==> src/rtl/mem_arbiter_pkg.sv <==
// Shared definitions for the two-requester memory arbiter: state encoding and width defaults.
package mem_arbiter_pkg;

    typedef enum logic [1:0] {
        StIdle = 2'b00,
        StOwn0 = 2'b01,
        StOwn1 = 2'b10
    } arb_state_e;

    localparam int unsigned AwDefault = 8;
    localparam int unsigned DwDefault = 8;
    localparam int unsigned HoldCntW  = 8;

endpackage

==> src/rtl/arb_hold_ctr.sv <==
// Hold counter for the arbiter timeout: counts owner cycles and flags the last allowed one.
module arb_hold_ctr
    import mem_arbiter_pkg::*;
#(
    parameter int unsigned HOLD_MAX = 8
) (
    input  logic clk,
    input  logic rst,
    input  logic clr,
    input  logic inc,
    output logic terminal
);

    localparam logic [HoldCntW-1:0] TermVal = HoldCntW'(HOLD_MAX - 1);

    logic [HoldCntW-1:0] cnt_q, cnt_d;

    always_comb begin
        cnt_d = cnt_q;
        if (clr) begin
            cnt_d = '0;
        end else if (inc && (cnt_q != TermVal)) begin
            // Saturate so a long uncontested hold never wraps back below the terminal count.
            cnt_d = cnt_q + 1'b1;
        end
    end

    always_ff @(posedge clk or posedge rst) begin
        if (rst) begin
            cnt_q <= '0;
        end else begin
            cnt_q <= cnt_d;
        end
    end

    assign terminal = (cnt_q == TermVal);

endmodule

==> src/rtl/mem_arbiter.sv <==
// Two-requester shared-memory arbiter with registered grants and a combinational memory mux.
// Optional owner timeout is built when ARB_TIMEOUT_EN is defined.
module mem_arbiter
    import mem_arbiter_pkg::*;
#(
    parameter int unsigned AW       = AwDefault,
    parameter int unsigned DW       = DwDefault,
    parameter int unsigned HOLD_MAX = 8
) (
    input  logic          clk,
    input  logic          rst,
    input  logic          req0,
    input  logic          req1,
    input  logic          we0,
    input  logic          we1,
    input  logic [AW-1:0] addr0,
    input  logic [AW-1:0] addr1,
    input  logic [DW-1:0] wdata0,
    input  logic [DW-1:0] wdata1,
    output logic          gnt0,
    output logic          gnt1,
    output logic [AW-1:0] mem_addr,
    output logic [DW-1:0] mem_wdata,
    output logic          mem_we,
    output logic          busy
);

    arb_state_e state_q, state_d;
    logic       last_owner_q, last_owner_d;
    logic       timeout;

`ifdef ARB_TIMEOUT_EN
    logic entering;

    assign entering = (state_d != state_q) && (state_d != StIdle);

    arb_hold_ctr #(
        .HOLD_MAX (HOLD_MAX)
    ) u_hold_ctr (
        .clk      (clk),
        .rst      (rst),
        .clr      (entering),
        .inc      (state_q != StIdle),
        .terminal (timeout)
    );
`else
    logic unused_hold_max;

    assign unused_hold_max = ^8'(HOLD_MAX);
    assign timeout         = 1'b0;
`endif

    always_comb begin
        state_d      = state_q;
        last_owner_d = last_owner_q;
        unique case (state_q)
            StIdle: begin
                if (req0 && req1) begin
                    state_d = last_owner_q ? StOwn0 : StOwn1;
                end else if (req0) begin
                    state_d = StOwn0;
                end else if (req1) begin
                    state_d = StOwn1;
                end
            end
            StOwn0: begin
                if (!req0 || (timeout && req1)) begin
                    state_d = req1 ? StOwn1 : StIdle;
                end
            end
            StOwn1: begin
                if (!req1 || (timeout && req0)) begin
                    state_d = req0 ? StOwn0 : StIdle;
                end
            end
            default: state_d = StIdle;
        endcase
        if (state_d == StOwn0) begin
            last_owner_d = 1'b0;
        end else if (state_d == StOwn1) begin
            last_owner_d = 1'b1;
        end
    end

    always_ff @(posedge clk or posedge rst) begin
        if (rst) begin
            state_q      <= StIdle;
            last_owner_q <= 1'b1;
        end else begin
            state_q      <= state_d;
            last_owner_q <= last_owner_d;
        end
    end

    // Write strobe is gated by the live request so a dropped req kills it within the cycle.
    always_comb begin
        mem_addr  = '0;
        mem_wdata = '0;
        mem_we    = 1'b0;
        unique case (state_q)
            StOwn0: begin
                mem_addr  = addr0;
                mem_wdata = wdata0;
                mem_we    = we0 & req0;
            end
            StOwn1: begin
                mem_addr  = addr1;
                mem_wdata = wdata1;
                mem_we    = we1 & req1;
            end
            default: ;
        endcase
    end

    assign gnt0 = (state_q == StOwn0);
    assign gnt1 = (state_q == StOwn1);
    assign busy = gnt0 | gnt1;

endmodule

==> config.mk <==
export PLATFORM = sky130hd
export DESIGN_NAME = mem_arbiter
export DESIGN_NICKNAME = d
export VERILOG_FILES = /design/src/rtl/mem_arbiter_pkg.sv /design/src/rtl/arb_hold_ctr.sv /design/src/rtl/mem_arbiter.sv
export SDC_FILE = /design/constraint.sdc
export NUM_CORES = 1
export LEC_CHECK = 0
export ABC_AREA = 1
export CAP_MARGIN = 40
export CORE_MARGIN = 2
export CORE_UTILIZATION = 30
export CTS_CLUSTER_DIAMETER = 120
export DETAILED_ROUTE_END_ITERATION = 8
export PLACE_DENSITY = 0.9
export RECOVER_POWER = 50
export SKIP_CTS_REPAIR_TIMING = 1
export SLEW_MARGIN = 20
export SYNTH_ARGS = -nofsm -noshare
export SYNTH_HDL_FRONTEND = slang
export SYNTH_SLANG_ARGS = --single-unit
==> constraint.sdc <==
create_clock -name clk -period 3 [get_ports clk]
set_clock_uncertainty 0.1 [all_clocks]
set_input_delay 0.6 -clock clk [delete_from_list [all_inputs] [get_ports clk]]
set_output_delay 0.6 -clock clk [all_outputs]
set_load 0.05 [all_outputs]
==> flow_summary_export.csv <==
group,metric,value,unit
power,power.net_switching,0.705,mW
floorplanning,io-pin-count,58,
worst_setup_path,setup.worst_path.class,"flop to output port",
drt,dr_total_vias,835,
power,power-per-cell-area,993,nW/um^2
sta,final.period_utilization,0.893,
power,static-leakage-power,0.497,nW
sta,final_hold_viol_count,0,
worst_setup_path,critPathArrivalTime,1.98,ns
floorplanning,initial_standard_cell_utilization_of_the_core,0.323,
finish,fillers,164,
power,finalPower,1.11,mW
drt,drt_drc_violations_left,0,
sta,relSlewSlack,0.605,
sta,worstMarginPinSlew,0.593,ns
logic_synthesis,synth-async-reset-ratio,1.00,
floorplanning,fp.dieArea,2240,um^2
placed_design,gp_congestion,0.906,
power,internal_power,0.403,mW
placed_design,numPlacedInstances,175,
status,outcome,"complete, no violations",
sta,finalSetupViolations,0,
logic_synthesis,post-synth-top-count-cell,"sky130_fd_sc_hd__nand2_1",
cts,worst_skew_pair.late_latency,0.23,ns
finish,post_route_cells_drive_above_1_share,0.188,
worst_setup_path,crit_path_start_kind,"flop",
worst_setup_path,cp_max_fo,6,
logic_synthesis,ys_top_cells_by_count,"43 x sky130_fd_sc_hd__nand2_1, 17 x sky130_fd_sc_hd__a21oi_1, 6 x sky130_fd_sc_hd__ha_1, 6 x sky130_fd_sc_hd__inv_1, 4 x sky130_fd_sc_hd__nand3_1",
power,combinationalPowerShare,0.853,
logic_synthesis,netlist_area,563,um^2
cts,htree_num_levels,1,
grt,global_route.overflow_total,0,
logic_synthesis,post_synth.cell_area_avg,5.80,um^2
logic_synthesis,synthDominantAreaCellType,"sky130_fd_sc_hd__nand2_1",
cts,clock_sinks,3,
logic_synthesis,synth.yosys.seq_area_share,0.136,
worst_setup_path,cp_cell_sequence,"inv_1 -> ha_1 -> dlygate4sd3_1",
drt,drt-vias-per-instance,4.66,
worst_setup_path,timing.critical_path.slowest_stage_cell,"sky130_fd_sc_hd__dlygate4sd3_1",
cts,cts_tree,"built",
drt,wl,2260,um
logic_synthesis,netlist-cell-type-count,17,
drt,ant_nets,0,
power,proportion_of_total_power_due_to_net_switching,0.636,
grt,grt_use_total,0.210,
drt,drt_first_pass_iters,4,
finish,ff_latch_area,76.3,um^2
power,power_frac_seq,0.083,
floorplanning,placement_rows,15,
worst_setup_path,cpLargestDelayFamily,"buffers and inverters",
sta,achievable-frequency,373,MHz
logic_synthesis,synthesis.yosys.warnings,0,
sta,setup_repair_after_global_routing_missed_its_margin,"false",
floorplanning,chipHeight,47.3,um
sta,fin_crit,2.68,ns
finish,num-nets-final,199,
grt,grt_pass1_wl,3320,um
grt,grt_start_max_net_pins,18,
flow_run,cap_violations,0,
power,power_frac_clock,0.064,
placed_design,io_buffers,57,
worst_setup_path,endpoint_kind,"output port",
floorplanning,fp.coreArea,1750,um^2
min_path,hold_path_class,"flop to flop",
worst_setup_path,critical-path-max-stage-delay,0.88,ns
logic_synthesis,post_synth_inst_count,97,
floorplanning,die_width,47.3,um
cts,cts.clk_slew.worst_paths,0.04,ns
finish,insertedDiodeCount,0,
logic_synthesis,ys_dominant_reg_cell,"sky130_fd_sc_hd__dfrtp_1",
finish,area_taken_by_multi_input_logic_gates,403,um^2
cts,clock-root-buffer,"sky130_fd_sc_hd__clkbuf_4",
power,worst_ir_drop_vdd,0.457,mV
worst_setup_path,cp_data_required_time,2.30,ns
finish,layout.cells.non_filler,179,
grt,grt_antenna_before_repair,0,
logic_synthesis,proportion_of_netlist_area_held_by_the_largest_area_contributor,0.287,
logic_synthesis,ys_top_cells_by_area,"sky130_fd_sc_hd__nand2_1 29%, sky130_fd_sc_hd__a21oi_1 15%, sky130_fd_sc_hd__ha_1 13%",
finish,area.growth.synth_to_final,98.0,%
sta,timing.final.max_slew_violations,0,
worst_setup_path,total_buffers_and_inverters_traversed_by_the_critical_path,2,
drt,dr.first_iter.drc_count,10,
placed_design,place_hpwl,1880,um
logic_synthesis,total_nets_after_synthesis,141,
logic_synthesis,synth_enable_flop_cells,0,
cts,total_clock_buffers_created_by_cts,3,
cts,clk_path_buf_depth,2,
sta,fin_tns_setup,0,ns
grt,vias_in_the_first_global_route,750,
logic_synthesis,yosys_register_bits,3,
drt,routedWlPerCell,12.6,um
worst register-to-register path: stages (launching register included):
cell,delay [ns]
sky130_fd_sc_hd__dfrtp_1,0.41
sky130_fd_sc_hd__inv_1,0.15
sky130_fd_sc_hd__ha_1,0.56
sky130_fd_sc_hd__nand3_2,0.12
sky130_fd_sc_hd__nand3_1,0.10
sky130_fd_sc_hd__nand2_1,0.09
sky130_fd_sc_hd__ha_1,0.29
sky130_fd_sc_hd__o21ai_0,0.17
power by group through the flow:
stage	clock, mW	sequential [mW]	combinational [mW]
after floorplan	0	0.0862	0.713
after global placement	0	0.0900	0.960
after detailed placement	0	0.0925	0.977
after CTS	0.0753	0.0917	0.977
after global routing	0.0776	0.0971	1.02
final	0.0705	0.0922	0.945
kinds of logic after synthesis:
| family | share of synthesized area |
|---|---|
| AO/OA/AOI/OAI | 0.207 |
| adder cells (fa/ha/maj) | 0.133 |
| buffers and inverters | 0.136 |
| flip-flops | 0.136 |
| AND/OR/NAND/NOR | 0.389 |
per-stage QoR:
| step | setup slack (ns) | hold WS (ns) | area (um^2) | utilization |
|---|---|---|---|---|
| after detailed placement | 0.559 | 0.396 | 1110 | 0.636 |
| after CTS | 0.363 | 0.401 | 1140 | 0.651 |
| after global routing | 0.181 | 0.428 | 1110 | 0.639 |
| final | 0.321 | 0.398 | 1110 | 0.639 |
| after floorplan | 0.121 | 0.253 | 563 | - |
| after global placement | 0.600 | 0.386 | 1110 | 0.636 |
cell usage in the layout (no fill, tap or decap):
master and count:
sky130_fd_sc_hd__a21oi_2 2, sky130_fd_sc_hd__inv_1 6, sky130_fd_sc_hd__a21oi_1 17, sky130_fd_sc_hd__nand3_1 5, sky130_fd_sc_hd__dfstp_2 1, sky130_fd_sc_hd__o21ai_2 1, sky130_fd_sc_hd__clkbuf_2 4, sky130_fd_sc_hd__buf_12 2
sky130_fd_sc_hd__dfrtp_1 2, sky130_fd_sc_hd__dlygate4sd3_1 4, sky130_fd_sc_hd__nand2_1 44, sky130_fd_sc_hd__nand3_2 1, sky130_fd_sc_hd__clkbuf_1 2, sky130_fd_sc_hd__inv_2 3, sky130_fd_sc_hd__nor2_1 3, sky130_fd_sc_hd__buf_4 12
sky130_fd_sc_hd__clkdlybuf4s50_1 35, sky130_fd_sc_hd__o21ai_0 1, sky130_fd_sc_hd__clkbuf_4 3, sky130_fd_sc_hd__ha_1 6
final timing paths:
path,slack [ns],from,cells past startpoint,end
max,0.32,state_q[0],3,busy
min,0.40,last_owner_q,2,last_owner_q
max reg2reg,0.92,state_q[1],7,last_owner_q
min reg2reg,0.40,last_owner_q,2,last_owner_q
max in group asynchronous,2.02,rst,2,last_owner_q
min in group asynchronous,0.57,rst,2,state_q[0]
layer usage:
layer | GRT usage | vias up | share of wire
met5 | 0 | - | 0
met4 | 0.0667 | 0 | 0.0088
met3 | 0.0423 | 2 | 0.13
met2 | 0.397 | 41 | 0.49
met1 | 0.228 | 370 | 0.37
li1 | - | 422 | -
cell type report:
type	count	share of cell area
sequential	3	0.0685
timing repair buffer	58	0.488
tap	25	0.0281
multi-input combinational	80	0.361
clock buffer	4	0.0236
inverter	9	0.0303
sequential cells by signal (all words and copies together) (netlist names):
register,flops
last_owner_q,1
state_q,2
(Power assumes the default switching activity.)
